===== config.mk =====
export PLATFORM = sky130hd
export DESIGN_NAME = kf8237_address_latch_page_flat
export DESIGN_NICKNAME = d
export VERILOG_FILES = /design/src/rtl/kf8237_address_latch_page_if.sv /design/src/rtl/kf8237_address_latch_page.sv /design/src/flat_wrapper.sv
export SDC_FILE = /design/constraint.sdc
export NUM_CORES = 1
export LEC_CHECK = 0
export CORE_MARGIN = 1
export CORE_UTILIZATION = 40
export DETAILED_ROUTE_END_ITERATION = 8
export DONT_BUFFER_PORTS = 1
export GPL_TIMING_DRIVEN = 0
export SYNTH_ARGS = -nofsm -noshare
export SYNTH_HDL_FRONTEND = slang
export SYNTH_SLANG_ARGS = --single-unit

===== constraint.sdc =====
create_clock -name clock -period 3.2 [get_ports clock]
set_clock_uncertainty 0.05 [all_clocks]
set_input_delay 0.48 -clock clock [delete_from_list [all_inputs] [get_ports clock]]
set_output_delay 0.48 -clock clock [all_outputs]
set_load 0.05 [all_outputs]

===== src/rtl/kf8237_address_latch_page_if.sv =====
// Bus bundle for the KF8237 page-register / address-latch block.
// The master drives the CPU and DMA-controller side; the slave is the latch block.
interface kf8237_address_latch_page_if;
  logic [7:0]  internal_data_bus;
  logic [3:0]  write_page_register;
  logic [3:0]  read_page_register;
  logic [7:0]  read_page_data;
  logic [3:0]  transfer_register_select;
  logic [15:0] transfer_address;
  logic        update_high_address;
  logic        cycle_start;
  logic        cycle_end;
  logic        address_enable;
  logic        address_strobe;
  logic [23:0] output_address;

  modport master (
    output internal_data_bus, write_page_register, read_page_register,
           transfer_register_select, transfer_address, update_high_address,
           cycle_start, cycle_end,
    input  read_page_data, address_enable, address_strobe, output_address
  );

  modport slave (
    input  internal_data_bus, write_page_register, read_page_register,
           transfer_register_select, transfer_address, update_high_address,
           cycle_start, cycle_end,
    output read_page_data, address_enable, address_strobe, output_address
  );
endinterface


===== src/rtl/kf8237_address_latch_page.sv =====
// KF8237 page registers plus the AEN/ADSTB sequencer that forms the 24-bit DMA address.
// High address byte is re-strobed only when it changes or the active channel changes.
module kf8237_address_latch_page (
  input  logic                              clock,
  input  logic                              reset_n,
  kf8237_address_latch_page_if.slave        bus
);

  typedef enum logic [1:0] {IDLE, STROBE, DRIVE} state_t;

  state_t      state_q, state_d;
  logic [7:0]  page_q [4];
  logic [7:0]  page_d [4];
  logic [7:0]  latched_page_q, latched_page_d;
  logic [7:0]  high_latch_q, high_latch_d;
  logic        high_valid_q, high_valid_d;
  logic [1:0]  latched_channel_q, latched_channel_d;
  logic        end_pending_q, end_pending_d;
  logic        address_enable_q, address_enable_d;
  logic        address_strobe_q, address_strobe_d;
  logic [23:0] output_address_q, output_address_d;

  logic [1:0]  active_channel;
  logic        need_strobe;
  logic [7:0]  read_data;

  always_comb begin
    active_channel = 2'd0;
    if (bus.transfer_register_select[0])      active_channel = 2'd0;
    else if (bus.transfer_register_select[1]) active_channel = 2'd1;
    else if (bus.transfer_register_select[2]) active_channel = 2'd2;
    else if (bus.transfer_register_select[3]) active_channel = 2'd3;
  end

  always_comb begin
    read_data = 8'h00;
    if (bus.read_page_register[0])      read_data = page_q[0];
    else if (bus.read_page_register[1]) read_data = page_q[1];
    else if (bus.read_page_register[2]) read_data = page_q[2];
    else if (bus.read_page_register[3]) read_data = page_q[3];
  end

  assign need_strobe = !high_valid_q || bus.update_high_address ||
                       (active_channel != latched_channel_q);

  always_comb begin
    state_d           = state_q;
    latched_page_d    = latched_page_q;
    high_latch_d      = high_latch_q;
    high_valid_d      = high_valid_q;
    latched_channel_d = latched_channel_q;
    end_pending_d     = end_pending_q;
    for (int i = 0; i < 4; i++) begin
      page_d[i] = bus.write_page_register[i] ? bus.internal_data_bus : page_q[i];
    end

    case (state_q)
      IDLE: begin
        if (bus.cycle_start) begin
          latched_page_d    = page_q[active_channel];
          latched_channel_d = active_channel;
          state_d           = need_strobe ? STROBE : DRIVE;
        end
      end
      STROBE: begin
        high_latch_d = bus.transfer_address[15:8];
        high_valid_d = 1'b1;
        state_d      = DRIVE;
        if (bus.cycle_end) end_pending_d = 1'b1;
      end
      DRIVE: begin
        // A new start always wins over an end (burst continues without IDLE).
        if (bus.cycle_start) begin
          latched_page_d    = page_q[active_channel];
          latched_channel_d = active_channel;
          end_pending_d     = 1'b0;
          state_d           = need_strobe ? STROBE : DRIVE;
        end else if (bus.cycle_end || end_pending_q) begin
          high_valid_d  = 1'b0;
          end_pending_d = 1'b0;
          state_d       = IDLE;
        end
      end
      default: state_d = IDLE;
    endcase

    // Outputs are decoded from the next state so they appear one clock after the request.
    address_enable_d = 1'b0;
    address_strobe_d = 1'b0;
    output_address_d = 24'h0;
    case (state_d)
      STROBE: begin
        address_enable_d = 1'b1;
        address_strobe_d = 1'b1;
        output_address_d = {latched_page_d, bus.transfer_address};
      end
      DRIVE: begin
        address_enable_d = 1'b1;
        output_address_d = {latched_page_d, high_latch_d, bus.transfer_address[7:0]};
      end
      default: ;
    endcase
  end

  always_ff @(posedge clock) begin
    if (!reset_n) begin
      state_q           <= IDLE;
      for (int i = 0; i < 4; i++) page_q[i] <= 8'h00;
      latched_page_q    <= 8'h00;
      high_latch_q      <= 8'h00;
      high_valid_q      <= 1'b0;
      latched_channel_q <= 2'd0;
      end_pending_q     <= 1'b0;
      address_enable_q  <= 1'b0;
      address_strobe_q  <= 1'b0;
      output_address_q  <= 24'h0;
    end else begin
      state_q           <= state_d;
      for (int i = 0; i < 4; i++) page_q[i] <= page_d[i];
      latched_page_q    <= latched_page_d;
      high_latch_q      <= high_latch_d;
      high_valid_q      <= high_valid_d;
      latched_channel_q <= latched_channel_d;
      end_pending_q     <= end_pending_d;
      address_enable_q  <= address_enable_d;
      address_strobe_q  <= address_strobe_d;
      output_address_q  <= output_address_d;
    end
  end

  assign bus.read_page_data = read_data;
  assign bus.address_enable = address_enable_q;
  assign bus.address_strobe = address_strobe_q;
  assign bus.output_address = output_address_q;

endmodule


===== src/flat_wrapper.sv =====
// flat-port wrapper written by rule: the top's interface ports become plain ports
module kf8237_address_latch_page_flat 
  (clock, reset_n, bus_internal_data_bus, bus_write_page_register, bus_read_page_register, bus_transfer_register_select, bus_transfer_address, bus_update_high_address, bus_cycle_start, bus_cycle_end, bus_read_page_data, bus_address_enable, bus_address_strobe, bus_output_address);
  kf8237_address_latch_page_if bus_i ();
  input  logic clock;
  input  logic reset_n;
  input wire logic [$bits(bus_i.internal_data_bus)-1:0] bus_internal_data_bus;
  input wire logic [$bits(bus_i.write_page_register)-1:0] bus_write_page_register;
  input wire logic [$bits(bus_i.read_page_register)-1:0] bus_read_page_register;
  input wire logic [$bits(bus_i.transfer_register_select)-1:0] bus_transfer_register_select;
  input wire logic [$bits(bus_i.transfer_address)-1:0] bus_transfer_address;
  input wire logic [$bits(bus_i.update_high_address)-1:0] bus_update_high_address;
  input wire logic [$bits(bus_i.cycle_start)-1:0] bus_cycle_start;
  input wire logic [$bits(bus_i.cycle_end)-1:0] bus_cycle_end;
  output wire logic [$bits(bus_i.read_page_data)-1:0] bus_read_page_data;
  output wire logic [$bits(bus_i.address_enable)-1:0] bus_address_enable;
  output wire logic [$bits(bus_i.address_strobe)-1:0] bus_address_strobe;
  output wire logic [$bits(bus_i.output_address)-1:0] bus_output_address;
  assign bus_i.internal_data_bus = bus_internal_data_bus;
  assign bus_i.write_page_register = bus_write_page_register;
  assign bus_i.read_page_register = bus_read_page_register;
  assign bus_i.transfer_register_select = bus_transfer_register_select;
  assign bus_i.transfer_address = bus_transfer_address;
  assign bus_i.update_high_address = bus_update_high_address;
  assign bus_i.cycle_start = bus_cycle_start;
  assign bus_i.cycle_end = bus_cycle_end;
  assign bus_read_page_data = bus_i.read_page_data;
  assign bus_address_enable = bus_i.address_enable;
  assign bus_address_strobe = bus_i.address_strobe;
  assign bus_output_address = bus_i.output_address;
  kf8237_address_latch_page u_core (.clock(clock), .reset_n(reset_n), .bus(bus_i));
endmodule

==> impl_metrics.env <==
export IMPL_outcome="finished clean"
export IMPL_drive_above_1_share_pct=11.1
export IMPL_drtPass1Iterations=5
export IMPL_yosys_top_cells_area="dfxtp_1, mux2i_1, nor2_1, nand2_1, o21ai_0"
export IMPL_fin_crit_sh_pct=88.6
export IMPL_cp_max_fo=10
export IMPL_drc=0
export IMPL_cp_common_cell="ha_1"
export IMPL_ir_drop_mv=0.241
export IMPL_instances_no_fill=503
export IMPL_core_um2=8260
export IMPL_die_y_um=94.7
export IMPL_period_needed_ns=2.83
export IMPL_cpMaxStageDelayCell="clkbuf_1"
export IMPL_cts_root_buf="clkbuf_8"
export IMPL_power_density_nw_per_um2=611
export IMPL_finalHoldViolations=0
export IMPL_setup_viol=0
export IMPL_syn_cell_area_um2=3440
export IMPL_insertion_delay_ns=0.36
export IMPL_p_leak_nw=1.49
export IMPL_gr_usage_all_layers_pct=17.9
export IMPL_fin_area_um2=3760
export IMPL_antenna_found_initial=0
export IMPL_crit_family="simple AND/OR/NAND/NOR gates"
export IMPL_fp_dieW_um=94.7
export IMPL_cts_buffers=9
export IMPL_diodes=0
export IMPL_ys_ff_latch=80
export IMPL_routed_via_density=5.10
export IMPL_cts_htree_levels=3
export IMPL_cts_hold_buffers=0
export IMPL_cts_buffer_depth=2
export IMPL_crit_path_end_kind="register"
export IMPL_port_buffers=0
export IMPL_avgSynthCellArea_um2=8.97
export IMPL_worstPathCellList="inv_1, ha_1, or2_4, and2_1, buf_2, a311oi_2, or3_1, ha_1, clkbuf_1, o21ai_2, nor2_1"
export IMPL_wl_per_cell_um=14.8
export IMPL_cpPeakStageDelay_ns=0.40
export IMPL_first_global_vias=2600
export IMPL_hold_slack_ns=0.195
export IMPL_place_ws_ns=-0.0135
export IMPL_rows=33
export IMPL_crit_path_start_kind="register"
export IMPL_syn_num_nets=430
export IMPL_slew_headroom_pct=30.0
export IMPL_worst_path_buf_inv=3
export IMPL_tightestPinTransition_ns=1.04
export IMPL_dp_hpwl_um=5670
export IMPL_layout_common_cells="dfxtp_1, nor2_1, nand2_1"
export IMPL_path_clk_slew_ns=0.10
export IMPL_ant_nets=0
export IMPL_r2r_slack_ns=0.37
export IMPL_layout_commonest_cell="dfxtp_1"
export IMPL_max_freq_mhz=353
export IMPL_vias=2566
export IMPL_synth_top_cell_by_area="dfxtp_1"
export IMPL_yosys_area_top_type_share_pct=46.6
export IMPL_slew_violations=0
export IMPL_first_iter_violations=98
export IMPL_synthCells=383
export IMPL_fin_setup_tns_ns=0
export IMPL_placed_area_um2=3570
export IMPL_yosysWarnings=0
export IMPL_cts_sinks=80
export IMPL_start_util_pct=41.6
export IMPL_min_path_type="input pin to register"
export IMPL_io_pins=75
export IMPL_globalplace_congestion=0.798
export IMPL_grt_start_max_net_pins=17
export IMPL_cp_arrival_ns=3.07
export IMPL_seq_area_frac_synth_pct=46.6
export IMPL_cts_tree="yes"
export IMPL_ys_types=38
export IMPL_die_area_um2=8970
export IMPL_totalWireLength_um=7460
export IMPL_fin_ws_ns=0.365
export IMPL_drv_cap=0
export IMPL_crit_required_ns=3.44
export IMPL_syn2layout_area_growth_pct=9.32
export IMPL_fin_nets=440
export IMPL_dp_cells=488
export IMPL_grt_ovfl_total=0
export IMPL_worstSetupPathType="register to register"
export IMPL_rsz0062_at_grt="false"
export IMPL_grt_pass1_wl_um=12200
report_power, final:
group,leakage (nW),internal (mW),switching (mW)
clock,0.0916,0.297,0.406
sequential,0.656,1.08,0.143
combinational,0.740,0.148,0.225
total,1.49,1.52,0.773
kinds of logic (layout without fill, tap and decap cells):
kind of cell | after synthesis | after routing | synth area share, %
simple gates | 147 | 147 | 20.1
flops | 80 | 80 | 46.6
compound gates | 77 | 77 | 14.3
mux | 42 | 42 | 12.5
buf+inv | 30 | 45 | 3.82
fa+ha+maj | 6 | 6 | 2.18
xor+xnor | 1 | 1 | 0.473
what timing repair did:
item | in CTS | in global routing
gates resized for setup | 1 | 3
buffers inserted | 0 | 0
endpoints found under the hold margin | 0 | 0
endpoints found under the setup margin | 8 | 16
pin swaps | 0 | 0
cells in the mapped netlist (all sizes together):
library cell / number
xnor2: 1
inv: 6
mux2i: 34
or2: 3
o211ai: 1
ha: 6
and2: 18
dfxtp: 80
nor3b: 1
a311oi: 2
a22o: 8
nor3: 3
nand3b: 8
clkbuf: 18
nor4: 1
o22ai: 8
buf: 6
o2111a: 1
o211a: 1
nand2b: 6
mux2: 8
a21oi: 20
and4bb: 1
nand2: 40
o21ai: 27
or3: 1
a21boi: 1
nor2: 65
a22oi: 8
worst paths after layout:
kind / start / to / cells after the start
worst max-delay path: u_core.state_q[0] / u_core.bus.output_address[18] / 11
worst min-delay path: bus_transfer_address[4] / u_core.bus.output_address[4] / 1
worst max register to register: u_core.state_q[0] / u_core.bus.output_address[18] / 11
worst min register to register: u_core.high_valid_q / u_core.high_valid_q / 2
state kept, by name, indices dropped and copies added, names as in the netlist:
signal and count:
u_core.end_pending_q 1, u_core.bus.address_strobe 1, u_core.bus.address_enable 1, u_core.latched_page_q 8
u_core.page_q 32, u_core.latched_channel_q 2, u_core.state_q 2, u_core.high_valid_q 1
u_core.high_latch_q 8, u_core.bus.output_address 24
layer usage:
metal / wire, µm / global-route usage [%]
met2: 3330 / 29.0
met4: 78 / 7.32
met1: 3440 / 21.6
met5: 0 / 0
met3: 618 / 6.04
stage by stage:
stage | utilization (%) | power, mW
final | 45.5 | 2.30
after global routing | 45.5 | 2.42
after CTS | 45.4 | 2.32
after detailed placement | 43.2 | 1.61
after global placement | 43.2 | 1.60
after floorplan | - | 1.54
final cells by class:
class / count / area, µm²
inverter: 6 / 22.5
clock inverter: 7 / 60.1
multi-input combinational: 273 / 1710
fill: 822 / 4500
clock buffer: 9 / 124
buffer: 23 / 105
sequential: 80 / 1600
tap: 105 / 131
Note: power is estimated with default switching activity, not from simulation.
